<file path="config.mk">
export PLATFORM = sky130hd
export DESIGN_NAME = regfile
export DESIGN_NICKNAME = d
export VERILOG_FILES = /design/src/rtl/regfile_pkg.sv /design/src/rtl/regfile_operand.sv /design/src/rtl/regfile.sv
export SDC_FILE = /design/constraint.sdc
export NUM_CORES = 2
export LEC_CHECK = 0
export CAP_MARGIN = 20
export CELL_PAD_IN_SITES_DETAIL_PLACEMENT = 1
export CELL_PAD_IN_SITES_GLOBAL_PLACEMENT = 2
export CORE_ASPECT_RATIO = 1.75
export CORE_MARGIN = 2
export CORE_UTILIZATION = 35
export DETAILED_ROUTE_END_ITERATION = 8
export HOLD_SLACK_MARGIN = 0.15
export PLACE_DENSITY = 0.76
export SLEW_MARGIN = 20
export SYNTH_ARGS = -nofsm -noshare
export SYNTH_HDL_FRONTEND = slang
export SYNTH_SLANG_ARGS = --single-unit
</file>
<file path="constraint.sdc">
create_clock -name clk_in -period 8.5 [get_ports clk_in]
set_input_delay 2.55 -clock clk_in [delete_from_list [all_inputs] [get_ports clk_in]]
set_output_delay 2.55 -clock clk_in [all_outputs]
set_load 0.01 [all_outputs]
</file>
<file path="src/rtl/regfile_pkg.sv">
// regfile_pkg: shared ROB sizing constants and ROB entry type encodings
package regfile_pkg;
  localparam int ROB_WIDTH = 4;
  localparam int ROB_SIZE = 2 ** ROB_WIDTH;
  localparam int REG_NUM = 32;
  typedef enum logic [1:0] {BR, ST, JALR, RG} rob_type_t;
endpackage

</file>
<file path="src/rtl/regfile_operand.sv">
// regfile_operand: one source lookup (rs, busy/tag/value of rs, commit bypass, ROB search result) -> ready, val
module regfile_operand
  import regfile_pkg::*;
#(
  parameter int RW = ROB_WIDTH
) (
  input  logic [4:0]    rs,
  input  logic          busy,
  input  logic [RW-1:0] tag,
  input  logic [31:0]   reg_val,
  input  logic          commit_ready,
  input  logic [RW-1:0] commit_rob_id,
  input  logic [31:0]   commit_val,
  input  logic          search_ready,
  input  logic [31:0]   search_val,
  output logic          ready,
  output logic [31:0]   val
);
  logic zero, byp;
  always_comb begin
    zero = rs == 5'd0;
    byp = commit_ready && commit_rob_id == tag;
    ready = zero || !busy || byp || search_ready;
    val = zero ? 32'd0 : !busy ? reg_val : byp ? commit_val : search_val;
  end
endmodule

</file>
<file path="src/rtl/regfile.sv">
// regfile: renamed register file (clk_in, async active-low rst_in, rdy_in stall, clear flush, dec_* issue, rs*_ lookups, search_* ROB ports, commit_* writes)
module regfile
  import regfile_pkg::*;
#(
  parameter int ROB_W = ROB_WIDTH
) (
  input  logic             clk_in,
  input  logic             rst_in,
  input  logic             rdy_in,
  input  logic             clear,
  input  logic             dec_ready,
  input  logic [4:0]       dec_rd,
  input  logic [ROB_W-1:0] dec_rob_id,
  input  logic [4:0]       dec_rs1,
  input  logic [4:0]       dec_rs2,
  output logic             rs1_ready,
  output logic             rs2_ready,
  output logic [31:0]      rs1_val,
  output logic [31:0]      rs2_val,
  output logic [ROB_W-1:0] rs1_tag,
  output logic [ROB_W-1:0] rs2_tag,
  output logic [ROB_W-1:0] search_rob_id_1,
  output logic [ROB_W-1:0] search_rob_id_2,
  input  logic             search_ready_1,
  input  logic             search_ready_2,
  input  logic [31:0]      search_val_1,
  input  logic [31:0]      search_val_2,
  input  logic             commit_ready,
  input  logic [ROB_W-1:0] commit_rob_id,
  input  logic [4:0]       commit_reg_id,
  input  logic [31:0]      commit_val
);
  logic [31:0]      regs [REG_NUM];
  logic [ROB_W-1:0] tags [REG_NUM];
  logic [REG_NUM-1:0] busy;
  always_ff @(posedge clk_in or negedge rst_in) begin
    if (!rst_in) begin
      busy <= '0;
      for (int i = 0; i < REG_NUM; i++) begin
        regs[i] <= '0;
        tags[i] <= '0;
      end
    end else if (rdy_in) begin
      if (commit_ready && commit_reg_id != 5'd0) begin
        regs[commit_reg_id] <= commit_val;
        if (tags[commit_reg_id] == commit_rob_id) busy[commit_reg_id] <= 1'b0;
      end
      if (clear) begin
        busy <= '0;
        for (int i = 0; i < REG_NUM; i++) tags[i] <= '0;
      end else if (dec_ready && dec_rd != 5'd0) begin
        busy[dec_rd] <= 1'b1;
        tags[dec_rd] <= dec_rob_id;
      end
    end
  end
  assign rs1_tag = tags[dec_rs1];
  assign rs2_tag = tags[dec_rs2];
  assign search_rob_id_1 = tags[dec_rs1];
  assign search_rob_id_2 = tags[dec_rs2];
  regfile_operand #(.RW(ROB_W)) u_rs1 (
    .rs(dec_rs1), .busy(busy[dec_rs1]), .tag(tags[dec_rs1]), .reg_val(regs[dec_rs1]),
    .commit_ready(commit_ready), .commit_rob_id(commit_rob_id), .commit_val(commit_val),
    .search_ready(search_ready_1), .search_val(search_val_1), .ready(rs1_ready), .val(rs1_val)
  );
  regfile_operand #(.RW(ROB_W)) u_rs2 (
    .rs(dec_rs2), .busy(busy[dec_rs2]), .tag(tags[dec_rs2]), .reg_val(regs[dec_rs2]),
    .commit_ready(commit_ready), .commit_rob_id(commit_rob_id), .commit_val(commit_val),
    .search_ready(search_ready_2), .search_val(search_val_2), .ready(rs2_ready), .val(rs2_val)
  );
endmodule

</file>
==> metrics <==
DRT iter0 DRCs approximately 4200; CTS H-Tree Depth 3; I/O Pins 214; worst hold path class reg -> reg; max-slew violations 0; Fill cells between 15000 and 20000; DIE AREA ~0.19 mm2; Critical Path RT 5.95 ns; GPL Wtd Cong just over 1; fin crit share 99.2%; area of the core around 0.19 mm2; TritonCTS clock tree done; outcome finished clean; CTS Buffer Depth 3; Critical Path End Type output pin; initial antenna violation count 15; Rows ~210; TritonCTS buffer count 108; first-pass GRT wire length 394000 um; total grt overflow 0; root buffer cell clkbuf_16; Post-synth EDFFs 0; prevailing post-synth register cell dfrtp_1; most numerous cell in the Yosys netlist dfrtp_1; worst-skew pair later-pin latency approximately 0.76 ns; Max Cap Violations 0; pin count of the biggest net entering global routing 165; WL per Instance roughly 36 um; clk sink count around 1200; Synth area leader dfrtp_1; Mapped Area 0.0666 mm2; Final Cell Area about 0.077 mm2; skew final 0.0345 ns; chip width around 330 um; syn_nets between 5000 and 6000; DRT Wirelength roughly 280000 um; number of global-route vias before repair 53200; I/O Buffers 213; Avg Inst Size Synth 13.5 um2; synth-to-layout area growth 15.8%; Pleak 33.6 nW; Worst Path Arrival between 5 and 6 ns; slew margin rel. around 22%; maximum vdd drop roughly 0.00016 V; hold slack final just over 0.4 ns; Ys Warns 0; worst-path fanout max 15; Mapped Cells ~4900; Post-synth top cells 1184 x dfrtp_1, 974 x mux2_2, 499 x mux4_2; final core occ ~40%; Yosys reg bits ~1200; total track usage approximately 28%; total power approximately 15 mW; Synth area leaders dfrtp_1 44%, mux4_2 17%, mux2_2 16%; Nets 5163; Synth cell types 67; fin crit period about 8.4 ns; post-route ant nets 0; sequential-to-total area share from yosys stat ~44%; DR pass1 iterations 8; CP Launch Type input pin; Cell Pwr Density between 150 and 200 mW/mm2; Starting Density approximately a third; dpl hpwl 186000 um; Via density approximately 6.4; DRC viols 0; Worst-path clk slew 0.07 ns; placed inst area 0.0731 mm2; critical path type in -> out; Final Hold Viols 0; Synth top area share approximately 44%; fraction of layout cells with a size suffix above 1 around two fifths; Die Ht 581 um; setup violators final 0; maximum clock rate approximately 120 MHz; ys async rst share between 90% and 100%; via count between 40000 and 50000; Worst-Margin Slew roughly 1.2 ns
## power breakdown
group	internal [mW]	switching [mW]	total (mW)
registers	6.28	0.500	6.78
logic	1.56	1.49	3.04
clock network	2.87	2.38	5.26
total	10.7	4.37	15.1
## timing repair
item,4_1_cts,5_1_grt
hold buffers,0,0
gates resized for setup,14,14
buffers inserted,1,6
pin swaps,4,6
endpoints found under the setup margin,31,26
endpoints found under the hold margin,0,0
gates cloned,1,1
## critical path: stages
cell	delay (ns)
buf_12	0.14
buf_16	0.17
or3b_2	0.55
o221ai_1	0.27
a211oi_2	0.12
o21ai_0	0.30
and4_4	0.33
buf_12	0.14
nand4_1	0.26
a31oi_1	0.33
buf_4	0.17
clkdlybuf4s50_1	0.54
## cells in the final DEF (no fill, tap or decap), types with 11 or more instances in the layout
cell type / netlist / final
dfrtp_1: 1184 / 1184
mux2_2: 974 / 973
mux4_2: 499 / 499
mux2i_1: 399 / 396
buf_4: 37 / 282
clkdlybuf4s50_1: 0 / 197
nand2_1: 161 / 148
o21ai_0: 128 / 127
a22o_1: 110 / 110
clkbuf_16: 0 / 110
a21oi_1: 102 / 101
o31ai_1: 98 / 98
nor2_1: 104 / 84
a221oi_1: 84 / 84
buf_12: 0 / 67
nand3_1: 64 / 62
nand4_1: 48 / 48
a41oi_1: 33 / 33
mux2_1: 31 / 31
a31oi_1: 32 / 30
a22oi_1: 29 / 29
clkbuf_8: 0 / 29
o211ai_1: 24 / 24
a32o_1: 22 / 22
clkbuf_1: 355 / 22
o22ai_1: 21 / 21
nand2b_1: 21 / 19
o2111ai_1: 19 / 19
clkinv_2: 0 / 19
nor2_4: 0 / 18
nor2b_1: 21 / 17
nor3_1: 18 / 15
diode_2: 0 / 11
## stage by stage
stage	setup TNS, ns	setup WS [ns]	cells
2_1_floorplan	0	0.642	4935
3_3_place_gp	-3.52	-0.337	7358
3_5_place_dp	-3.29	-0.318	7360
4_1_cts	0	0.000766	7565
5_1_grt	-0.000608	-0.000608	7576
6_report	0	0.0708	7584
## final cells by class
cell class / count / area [um2] / share of cell area, %
inverters: 7 / 26.3 / 0.0341
multi-input cells: 3165 / 34900 / 45.2
diodes: 11 / 27.5 / 0.0357
clock buffers: 160 / 3210 / 4.16
well taps: 2449 / 3060 / 3.97
repair buffers: 565 / 5750 / 7.46
flip-flops and latches: 1184 / 29600 / 38.4
clock inverters: 43 / 527 / 0.683
## routing by layer
| layer | up-vias | GRT usage (%) | routed length (um) |
|---|---|---|---|
| li1 | 19400 | - | - |
| met1 | 26400 | 32.1 | 100000 |
| met2 | 2109 | 47.9 | 136000 |
| met3 | 847 | 4.67 | 16500 |
| met4 | 6 | 20.0 | 23500 |
| met5 | - | 0 | 69 |
## sequential cells by signal (all words and copies together), names as in the netlist
name / cells
regs: 1024
tags: 128
busy: 32
## kinds of logic after synthesis
logic type / Yosys count / synth area share (%)
DFF: 1184 / 44.5
xor gates and xnor gates: 3 / 0.0395
AOI/OAI and AO/OA: 746 / 8.07
and+or+nand+nor: 513 / 3.78
muxes: 1903 / 39.9
buffers and inverters: 586 / 3.74
## worst paths after layout
| kind | startpoint | endpoint | slack [ns] | depth (start not counted) |
|---|---|---|---|---|
| max | dec_rs2[0] | rs2_val[23] | 0.07 | 12 |
| max reg2reg | tags[3] | busy[17] | 4.80 | 9 |
| min reg2reg | regs[1000] | regs[1000] | 0.40 | 0 |
| max in group asynchronous | rst_in | regs[308] | 4.89 | 3 |
| min | regs[1000] | regs[1000] | 0.40 | 0 |
| min in group asynchronous | rst_in | regs[970] | 1.80 | 1 |
No activity file was read; power rests on OpenSTA's default activity.
